## src/rtl/angle_to_point.sv

```systemverilog
// ---------------------------------------------------------------------------
// angle_to_point
//
// Purpose:
//   Converts a polar angle (degrees) and radius about a dial center into a
//   screen pixel coordinate on the 1280x720 frame. A multi-cycle FSM runs
//   quadrant fold, sine LUT lookup, radius multiply, offset/clamp and an
//   output strobe. This is the inverse of the centroid-to-angle path. Its
//   results feed the overlay that draws hand and shadow endpoints.
//
// Ports:
//   clk_in         system clock
//   rst_in         asynchronous active-low reset
//   data_valid_in  request strobe, sampled only while idle
//   angle_in       angle in degrees, legal 0..359 (0 = +x, 90 = +y)
//   radius_in      length in pixels
//   x0_in, y0_in   dial center
//   x_out, y_out   endpoint, held until the next valid result
//   clamped_out    endpoint was clipped on either axis
//   valid_out      one-cycle result strobe
//   error_out      one-cycle strobe for an illegal angle
//   busy_out       high while a request is in flight
// ---------------------------------------------------------------------------
module angle_to_point #(
    parameter int H_MAX = 1279,
    parameter int V_MAX = 719
) (
    input  logic        clk_in,
    input  logic        rst_in,
    input  logic        data_valid_in,
    input  logic [8:0]  angle_in,
    input  logic [9:0]  radius_in,
    input  logic [10:0] x0_in,
    input  logic [9:0]  y0_in,
    output logic [10:0] x_out,
    output logic [9:0]  y_out,
    output logic        clamped_out,
    output logic        valid_out,
    output logic        error_out,
    output logic        busy_out
);

    localparam logic signed [12:0] XMAX13 = 13'(H_MAX);
    localparam logic signed [12:0] YMAX13 = 13'(V_MAX);
    localparam logic [10:0]        XMAX11 = 11'(H_MAX);
    localparam logic [9:0]         YMAX10 = 10'(V_MAX);

    typedef enum logic [2:0] {
        ST_IDLE,
        ST_FOLD,
        ST_LOOKUP,
        ST_MULTIPLY,
        ST_OFFSET,
        ST_OUTPUT
    } state_t;

    state_t       r_state;
    logic [8:0]   r_angle;
    logic [9:0]   r_radius;
    logic [10:0]  r_x0;
    logic [9:0]   r_y0;
    logic [1:0]   r_quad;
    logic [6:0]   r_base;
    logic [8:0]   r_sin;
    logic [8:0]   r_cos;
    logic [9:0]   r_mSin;
    logic [9:0]   r_mCos;
    logic [10:0]  r_xRes;
    logic [9:0]   r_yRes;
    logic         r_clampRes;

    logic [8:0]          w_sinVal;
    logic [8:0]          w_cosVal;
    logic [18:0]         w_prodSin;
    logic [18:0]         w_prodCos;
    logic signed [12:0]  w_dx;
    logic signed [12:0]  w_dy;
    logic signed [12:0]  w_xs;
    logic signed [12:0]  w_ys;
    logic [10:0]         w_xClamp;
    logic [9:0]          w_yClamp;
    logic                w_clampAny;

    // round(256*sin(i deg)) for i = 0..90
    function automatic logic [8:0] sinLut(input logic [6:0] idx);
        logic [8:0] s;
        case (idx)
            7'd0:  s = 9'd0;   7'd1:  s = 9'd4;   7'd2:  s = 9'd9;   7'd3:  s = 9'd13;
            7'd4:  s = 9'd18;  7'd5:  s = 9'd22;  7'd6:  s = 9'd27;  7'd7:  s = 9'd31;
            7'd8:  s = 9'd36;  7'd9:  s = 9'd40;  7'd10: s = 9'd44;  7'd11: s = 9'd49;
            7'd12: s = 9'd53;  7'd13: s = 9'd58;  7'd14: s = 9'd62;  7'd15: s = 9'd66;
            7'd16: s = 9'd71;  7'd17: s = 9'd75;  7'd18: s = 9'd79;  7'd19: s = 9'd83;
            7'd20: s = 9'd88;  7'd21: s = 9'd92;  7'd22: s = 9'd96;  7'd23: s = 9'd100;
            7'd24: s = 9'd104; 7'd25: s = 9'd108; 7'd26: s = 9'd112; 7'd27: s = 9'd116;
            7'd28: s = 9'd120; 7'd29: s = 9'd124; 7'd30: s = 9'd128; 7'd31: s = 9'd132;
            7'd32: s = 9'd136; 7'd33: s = 9'd139; 7'd34: s = 9'd143; 7'd35: s = 9'd147;
            7'd36: s = 9'd150; 7'd37: s = 9'd154; 7'd38: s = 9'd158; 7'd39: s = 9'd161;
            7'd40: s = 9'd165; 7'd41: s = 9'd168; 7'd42: s = 9'd171; 7'd43: s = 9'd175;
            7'd44: s = 9'd178; 7'd45: s = 9'd181; 7'd46: s = 9'd184; 7'd47: s = 9'd187;
            7'd48: s = 9'd190; 7'd49: s = 9'd193; 7'd50: s = 9'd196; 7'd51: s = 9'd199;
            7'd52: s = 9'd202; 7'd53: s = 9'd204; 7'd54: s = 9'd207; 7'd55: s = 9'd210;
            7'd56: s = 9'd212; 7'd57: s = 9'd215; 7'd58: s = 9'd217; 7'd59: s = 9'd219;
            7'd60: s = 9'd222; 7'd61: s = 9'd224; 7'd62: s = 9'd226; 7'd63: s = 9'd228;
            7'd64: s = 9'd230; 7'd65: s = 9'd232; 7'd66: s = 9'd234; 7'd67: s = 9'd236;
            7'd68: s = 9'd237; 7'd69: s = 9'd239; 7'd70: s = 9'd241; 7'd71: s = 9'd242;
            7'd72: s = 9'd243; 7'd73: s = 9'd245; 7'd74: s = 9'd246; 7'd75: s = 9'd247;
            7'd76: s = 9'd248; 7'd77: s = 9'd249; 7'd78: s = 9'd250; 7'd79: s = 9'd251;
            7'd80: s = 9'd252; 7'd81: s = 9'd253; 7'd82: s = 9'd254; 7'd83: s = 9'd254;
            7'd84: s = 9'd255; 7'd85: s = 9'd255; 7'd86: s = 9'd255; 7'd87: s = 9'd256;
            7'd88: s = 9'd256; 7'd89: s = 9'd256; 7'd90: s = 9'd256;
            default: s = 9'd0;
        endcase
        return s;
    endfunction

    // Cosine of the folded angle is the sine of its complement
    assign w_sinVal  = sinLut(r_base);
    assign w_cosVal  = sinLut(7'd90 - r_base);

    // Half-up rounding: add 0.5 in Q8 before the shift
    assign w_prodSin = 19'(r_radius) * 19'(r_sin) + 19'd128;
    assign w_prodCos = 19'(r_radius) * 19'(r_cos) + 19'd128;

    // Quadrant sign application, offset from center, and per-axis clamp
    always_comb begin
        w_dx       = 13'sd0;
        w_dy       = 13'sd0;
        w_xClamp   = 11'd0;
        w_yClamp   = 10'd0;
        w_clampAny = 1'b0;
        case (r_quad)
            2'd0: begin
                w_dx = signed'({3'b000, r_mCos});
                w_dy = signed'({3'b000, r_mSin});
            end
            2'd1: begin
                w_dx = -signed'({3'b000, r_mSin});
                w_dy = signed'({3'b000, r_mCos});
            end
            2'd2: begin
                w_dx = -signed'({3'b000, r_mCos});
                w_dy = -signed'({3'b000, r_mSin});
            end
            default: begin
                w_dx = signed'({3'b000, r_mSin});
                w_dy = -signed'({3'b000, r_mCos});
            end
        endcase
        w_xs = signed'({2'b00, r_x0}) + w_dx;
        w_ys = signed'({3'b000, r_y0}) + w_dy;
        if (w_xs < 13'sd0) begin
            w_xClamp   = 11'd0;
            w_clampAny = 1'b1;
        end else if (w_xs > XMAX13) begin
            w_xClamp   = XMAX11;
            w_clampAny = 1'b1;
        end else begin
            w_xClamp   = w_xs[10:0];
        end
        if (w_ys < 13'sd0) begin
            w_yClamp   = 10'd0;
            w_clampAny = 1'b1;
        end else if (w_ys > YMAX13) begin
            w_yClamp   = YMAX10;
            w_clampAny = 1'b1;
        end else begin
            w_yClamp   = w_ys[9:0];
        end
    end

    // Main FSM: one pipeline step per state; busy_out is the previous cycle's
    // non-idle status so it covers the valid_out cycle as well.
    always_ff @(posedge clk_in or negedge rst_in) begin
        if (!rst_in) begin
            r_state     <= ST_IDLE;
            r_angle     <= '0;
            r_radius    <= '0;
            r_x0        <= '0;
            r_y0        <= '0;
            r_quad      <= '0;
            r_base      <= '0;
            r_sin       <= '0;
            r_cos       <= '0;
            r_mSin      <= '0;
            r_mCos      <= '0;
            r_xRes      <= '0;
            r_yRes      <= '0;
            r_clampRes  <= 1'b0;
            x_out       <= '0;
            y_out       <= '0;
            clamped_out <= 1'b0;
            valid_out   <= 1'b0;
            error_out   <= 1'b0;
            busy_out    <= 1'b0;
        end else begin
            valid_out <= 1'b0;
            error_out <= 1'b0;
            busy_out  <= (r_state != ST_IDLE);
            case (r_state)
                ST_IDLE: begin
                    if (data_valid_in) begin
                        r_angle  <= angle_in;
                        r_radius <= radius_in;
                        r_x0     <= x0_in;
                        r_y0     <= y0_in;
                        if (angle_in >= 9'd360) begin
                            error_out <= 1'b1;
                        end else begin
                            r_state <= ST_FOLD;
                        end
                    end
                end
                ST_FOLD: begin
                    if (r_angle >= 9'd270) begin
                        r_quad <= 2'd3;
                        r_base <= 7'(r_angle - 9'd270);
                    end else if (r_angle >= 9'd180) begin
                        r_quad <= 2'd2;
                        r_base <= 7'(r_angle - 9'd180);
                    end else if (r_angle >= 9'd90) begin
                        r_quad <= 2'd1;
                        r_base <= 7'(r_angle - 9'd90);
                    end else begin
                        r_quad <= 2'd0;
                        r_base <= 7'(r_angle);
                    end
                    r_state <= ST_LOOKUP;
                end
                ST_LOOKUP: begin
                    r_sin   <= w_sinVal;
                    r_cos   <= w_cosVal;
                    r_state <= ST_MULTIPLY;
                end
                ST_MULTIPLY: begin
                    r_mSin  <= 10'(w_prodSin >> 8);
                    r_mCos  <= 10'(w_prodCos >> 8);
                    r_state <= ST_OFFSET;
                end
                ST_OFFSET: begin
                    r_xRes     <= w_xClamp;
                    r_yRes     <= w_yClamp;
                    r_clampRes <= w_clampAny;
                    r_state    <= ST_OUTPUT;
                end
                ST_OUTPUT: begin
                    x_out       <= r_xRes;
                    y_out       <= r_yRes;
                    clamped_out <= r_clampRes;
                    valid_out   <= 1'b1;
                    r_state     <= ST_IDLE;
                end
                default: begin
                    r_state <= ST_IDLE;
                end
            endcase
        end
    end

endmodule
```

## config.mk

```make
export PLATFORM = sky130hd
export DESIGN_NAME = angle_to_point
export DESIGN_NICKNAME = d
export VERILOG_FILES = /design/src/rtl/angle_to_point.sv
export SDC_FILE = /design/constraint.sdc
export NUM_CORES = 1
export LEC_CHECK = 0
export CAP_MARGIN = 20
export CELL_PAD_IN_SITES_DETAIL_PLACEMENT = 0
export CELL_PAD_IN_SITES_GLOBAL_PLACEMENT = 1
export CORE_MARGIN = 3
export CORE_UTILIZATION = 33
export CTS_CLUSTER_SIZE = 40
export DETAILED_ROUTE_END_ITERATION = 6
export PLACE_DENSITY = 0.64
export SETUP_SLACK_MARGIN = 0.5
export SLEW_MARGIN = 20
export SYNTH_ARGS = -nofsm -noshare
export SYNTH_HDL_FRONTEND = slang
export SYNTH_SLANG_ARGS = --single-unit
```

## constraint.sdc

```tcl
create_clock -name clk_in -period 5.4 [get_ports clk_in]
set_input_delay 0.81 -clock clk_in [delete_from_list [all_inputs] [get_ports clk_in]]
set_output_delay 0.81 -clock clk_in [all_outputs]
set_load 0.01 [all_outputs]
```

==> results.toml, run 1 <==
[critical_path]
crit_fanout = 5
cpMostUsedCell = "fa_1"
arrival_ns = 5.25
path_class = "flop to flop"
r2r-start = "r_radius[6]$_DFFE_PN0P_"
path_cells = "nand2_1, fa_1, fa_1, fa_1, fa_1, inv_1, fa_1, ha_4, nand4_1, o31ai_4, a211oi_2, o311ai_2, a21o_1, buf_4, xnor2_1, o21ai_1"
slowest_delay_ns = 0.53
worst_path_max_delay_cell = "fa_1"
crit_required_ns = 5.72
endpoint_kind = "flop"
rr_endpoint = "r_mCos[8]$_DFFE_PN0N_"
r2r_slack_ns = 0.48
start_kind = "flop"
reg2reg_depth = 16

[yosys]
synth_ff_type = "dfrtp_1"
synth-seq-area-share = 0.229
netlist_instances = 1772
syn-num-nets = 2062
ys_ff_latch = 137
synth-edff-count = 0
synth_area_um2 = 15000
syn_avg_cell_area_um2 = 8.46
async_flop_share = 1.00
synth_cell_types = 86
yosysWarnings = 0

[timing]
timing.hold.ws_ns = 0.393
finalSetupViolCount = 0
finalClockSkew_ns = 0.0155
worst_slack_ns = 0.478
tightest_slew_ns = 1.01
hold_viol = 0
setup_tns_ns = 0
grt_setup_unrepaired = "yes"
drv_slew = 0
fmax_mhz = 203
min_period_ns = 4.92
post-route-period-util = 0.911
relSlewSlack = 0.323

[clocking]
cts.sinks = 137
cts_inserted_buffers = 17
ctsLongestPathBuffers = 2
clk_latency_ns = 0.46
clockRootBuffer = "clkbuf_16"
cts_tree = "built"
clkSlewWorstSetupHoldPaths_ns = 0.06
cts_hold_buf = 0
htreeDepth = 4

[routing]
post-route-drc-count = 0
wl_met1_um = 19000
dr_wl_met2_um = 20400
vias = 12461
ant_nets = 0
wl_per_cell_um = 17.1
route.met3.wl_um = 1080
top_layer = "met4"
vias_per_cell = 5.14
first_pass_iters = 7
wirelength_um = 41400
drt-initial-drc-count = 569

[run]
max_cap_viol_count = 0

[placement]
portBuffers = 67
place_ws_ns = 0.0888
gp_congestion = 0.867
hpwl_um = 31600

[floorplan]
start_util = 0.337
die-area_um2 = 48000
core_area_um2 = 44500
num_rows = 77
die_w_um = 219
die_h_um = 219
ios = 68

[final_layout]
fill_cells = 4574
synthToLayoutAreaGrowth_pct = 15.5
mostFrequentLayoutCell = "nand2_1"
layout_common_cells = "nand2_1 (315), inv_1 (161), ha_1 (131)"
nets = 2111
antennaDiodeCount = 0
drive_above_1_share = 0.124

[global_route]
antenna_found_initial = 0
grt_pass1_wl_um = 68200
grt_max_degree = 82
gr-total-overflow = 0
grt_usage = 0.178
grt_pass1_vias = 12657

[hold_path]
hold_class = "primary input to asynchronous set/reset pin"

[run_status]
status = "finished clean"
[synthesized netlist by cell type, types with 9 or more instances]
library cell,number,area share
a211oi_1,23,0.012
a21o_1,9,0.0045
a21oi_1,98,0.033
a311oi_1,9,0.0053
a31oi_1,21,0.0088
and2_1,62,0.026
buf_2,21,0.0070
clkbuf_1,86,0.022
dfrtp_1,137,0.23
fa_1,114,0.15
ha_1,133,0.11
inv_1,163,0.041
mux2_2,41,0.031
mux2i_1,13,0.0087
nand2_1,317,0.079
nand2b_1,11,0.0046
nand3_1,23,0.0077
nor2_1,96,0.024
nor2b_1,10,0.0042
nor3_1,22,0.0073
o211ai_1,11,0.0055
o21a_1,15,0.0075
o21ai_0,102,0.034
o21ai_1,9,0.0030
o22ai_1,10,0.0042
o31ai_1,10,0.0050
or3_1,13,0.0054
xnor2_1,39,0.023
xor2_1,19,0.011
[per-stage QoR]
| stage | std cells | utilization | area [um2] |
|---|---|---|---|
| finish | 2425 | 0.389 | 17300 |
| global route | 2425 | 0.389 | 17300 |
| CTS | 2419 | 0.386 | 17200 |
| detailed placement | 2367 | 0.367 | 16400 |
| global placement | 2367 | 0.367 | 16400 |
| floorplan | 1772 | - | 15000 |
[worst max-delay path, delay by kind of cell, from the launching register on]
family,cells,cell delay [ns]
xor+xnor,1,0.11
buf+inv,2,0.17
flops,1,0.43
compound gates,5,1.07
fa+ha+maj,6,2.78
simple gates,2,0.24
[cell type report]
| cell class | count | area (um2) | area share |
|---|---|---|---|
| Timing Repair Buffer | 148 | 1290 | 0.0744 |
| Clock buffer | 18 | 439 | 0.0254 |
| Inverter | 168 | 631 | 0.0364 |
| Sequential cell | 137 | 3450 | 0.199 |
| Clock inverter | 13 | 179 | 0.0103 |
| Multi-Input combinational cell | 1349 | 10600 | 0.611 |
| Tap cell | 592 | 741 | 0.0428 |
[state kept, by name (all words and copies together) (netlist names), 10 cells and up]
register and count:
r_y0 10, r_mCos 10, r_xRes 11, r_x0 11, r_mSin 10, y_out 10, r_yRes 10, r_radius 10
x_out 11
[kinds of logic (layout without fill, tap and decap cells)]
logic type	after synthesis	in the layout	synth area share
simple gates	583	583	0.176
flops	137	137	0.229
xor+xnor	58	58	0.0339
mux	59	59	0.0470
buf+inv	286	347	0.0745
compound gates	401	401	0.176
fa+ha+maj	248	248	0.264
[repair_timing]
| action | in CTS | in global routing |
|---|---|---|
| resized for setup | 29 | 18 |
| pin swaps | 16 | 22 |
| setup buffers | 21 | 6 |
| endpoints found under the setup margin | 13 | 22 |
[routing by layer]
metal	track usage	vias up
li1	-	6098
met5	0	-
met1	0.231	6123
met3	0.0246	50
met4	0.0534	0
met2	0.307	190
[worst max path at each step]
| stage | startpoint | end | slack, ns | cells after the start |
|---|---|---|---|---|
| detailed placement | r_radius[4]$_DFFE_PN0P_ | r_mSin[8]$_DFFE_PN0N_ | 0.09 | 16 |
| global route | r_radius[6]$_DFFE_PN0P_ | r_mCos[8]$_DFFE_PN0N_ | 0.26 | 16 |
| global placement | r_radius[2]$_DFFE_PN0P_ | r_mCos[9]$_DFFE_PN0N_ | 0.23 | 17 |
| CTS | r_radius[6]$_DFFE_PN0P_ | r_mSin[8]$_DFFE_PN0N_ | 0.50 | 16 |
| floorplan | r_radius[4]$_DFFE_PN0P_ | r_mCos[9]$_DFFE_PN0N_ | 0.47 | 18 |
| finish | r_radius[6]$_DFFE_PN0P_ | r_mCos[8]$_DFFE_PN0N_ | 0.48 | 16 |
Power of run 1 is left out: the tool's default activity adds up to more than one toggle a clock period on the data nets, which glitch-free logic cannot reach.
==> inputs of run 2 (changes only) <==
--- a/config.mk
+++ b/config.mk
@@ -8,8 +8,9 @@
 export CAP_MARGIN = 20
 export CELL_PAD_IN_SITES_DETAIL_PLACEMENT = 0
 export CELL_PAD_IN_SITES_GLOBAL_PLACEMENT = 1
-export CORE_MARGIN = 3
+export CORE_MARGIN = 5
 export CORE_UTILIZATION = 33
+export CTS_CLUSTER_DIAMETER = 40
 export CTS_CLUSTER_SIZE = 40
 export DETAILED_ROUTE_END_ITERATION = 6
 export PLACE_DENSITY = 0.64
==> results.toml, run 2 (synthesis results as in run 1) <==
[timing]
hold_viol = 0
relSlewSlack = 0.363
drv_slew = 0
tightest_slew_ns = 0.949
post-route-period-util = 0.897
finalSetupViolCount = 0
min_period_ns = 4.84
grt_setup_unrepaired = "yes"
setup_tns_ns = 0
finalClockSkew_ns = 0.0155
fmax_mhz = 207

[final_layout]
drive_above_1_share = 0.124
reg_top3 = "r_x0 (11), r_xRes (11), x_out (11)"
nets = 2110
finalInstanceArea_um2 = 17300
mostFrequentLayoutCell = "nand2_1"
synthToLayoutAreaGrowth_pct = 15.3
layout_common_cells = "nand2_1 (315), inv_1 (160), ha_1 (131)"

[routing]
vias = 12495
first_pass_iters = 5
post-route-drc-count = 0
vias_per_cell = 5.13
drt-initial-drc-count = 728
wirelength_um = 41700
ant_nets = 0
wl_per_cell_um = 17.1

[critical_path]
endpoint_kind = "flop"
r2r_slack_ns = 0.56
reg2reg_depth = 19
rr_endpoint = "r_mCos[9]$_DFFE_PN0N_"
arrival_ns = 5.16
start_kind = "flop"
path_class = "flop to flop"
r2r-start = "r_radius[3]$_DFFE_PN0P_"
crit_required_ns = 5.72
crit_fanout = 5

[global_route]
grt_most_used_layer = "met2"
use_met1 = 0.219
gr-total-overflow = 0
grt_pass1_vias = 12512
grt_max_degree = 92
grt_usage = 0.168
use_met3 = 0.0228
grt_pass1_wl_um = 68000
antenna_found_initial = 1
met2_usage = 0.286

[hold_path]
hold_class = "primary input to asynchronous set/reset pin"

[floorplan]
die_h_um = 223
ios = 68
die_w_um = 223
num_rows = 78
core_area_um2 = 45200
die-area_um2 = 49800
start_util = 0.332

[clocking]
clkSlewWorstSetupHoldPaths_ns = 0.07
cts.sinks = 137
htreeDepth = 4
cts_tree = "built"
ctsLongestPathBuffers = 2
cts_hold_buf = 0
clk_latency_ns = 0.46
cts_inserted_buffers = 17
clockRootBuffer = "clkbuf_16"

[placement]
gp_congestion = 0.866
place_area_um2 = 16300
hpwl_um = 31800
portBuffers = 67

[run]
max_cap_viol_count = 0

[run_status]
status = "finished clean"
[run 2: what timing repair did]
action,in CTS,in global routing
buffers inserted,24,7
setup endpoints to repair,11,12
resized for setup,31,17
pin swaps,32,30
endpoints found under the hold margin,0,0
[run 2: per-stage QoR]
stage / cells / utilization / setup slack (ns) / hold slack (ns)
after floorplan: 1772 / - / 0.474 / 0.439
after global placement: 2370 / 0.361 / 0.244 / 0.460
after detailed placement: 2370 / 0.361 / 0.184 / 0.466
after CTS: 2426 / 0.380 / 0.490 / 0.470
after global routing: 2434 / 0.382 / 0.372 / 0.495
final: 2434 / 0.382 / 0.558 / 0.443
[run 2: area by class of cell]
type | instances | area, um2
clock inverter | 14 | 130
timing repair buffer | 147 | 1280
clock buffer | 18 | 439
multi-input combinational | 1349 | 10600
fill | 4646 | 27900
tap | 600 | 751
inverter | 168 | 631
antenna | 1 | 2.50
sequential | 137 | 3440
[run 2: worst max-delay path, cell delays in order, from the launching register on]
cell and delay, ns:
dfrtp_1 0.40, buf_6 0.14, and2_4 0.15, fa_2 0.38
inv_2 0.07, fa_1 0.41, fa_1 0.49, fa_1 0.49
inv_1 0.05, fa_1 0.55, ha_4 0.21, buf_4 0.13
a21oi_4 0.14, o31ai_4 0.11, a211oi_2 0.31, o311ai_2 0.12
a21o_1 0.23, a21oi_2 0.13, xnor2_1 0.12, o21ai_0 0.08
[run 2: how the worst max path moves through the flow]
stage	from	end	slack [ns]	cells past startpoint
after floorplan	r_radius[4]$_DFFE_PN0P_	r_mCos[9]$_DFFE_PN0N_	0.47	18
after global placement	r_radius[2]$_DFFE_PN0P_	r_mCos[9]$_DFFE_PN0N_	0.24	17
after detailed placement	r_radius[4]$_DFFE_PN0P_	r_mSin[9]$_DFFE_PN0N_	0.18	16
after CTS	r_radius[4]$_DFFE_PN0P_	r_mCos[9]$_DFFE_PN0N_	0.49	17
after global routing	r_radius[3]$_DFFE_PN0P_	r_mSin[9]$_DFFE_PN0N_	0.37	18
final	r_radius[3]$_DFFE_PN0P_	r_mCos[9]$_DFFE_PN0N_	0.56	19
[run 2: metal layers]
layer  vias up  wire, um
li1       6107         -
met1      6113     18800
met2       229     20600
met3        46      1160
met4         0      1210
met5         -         0
Power of run 2 is left out for the same reason.
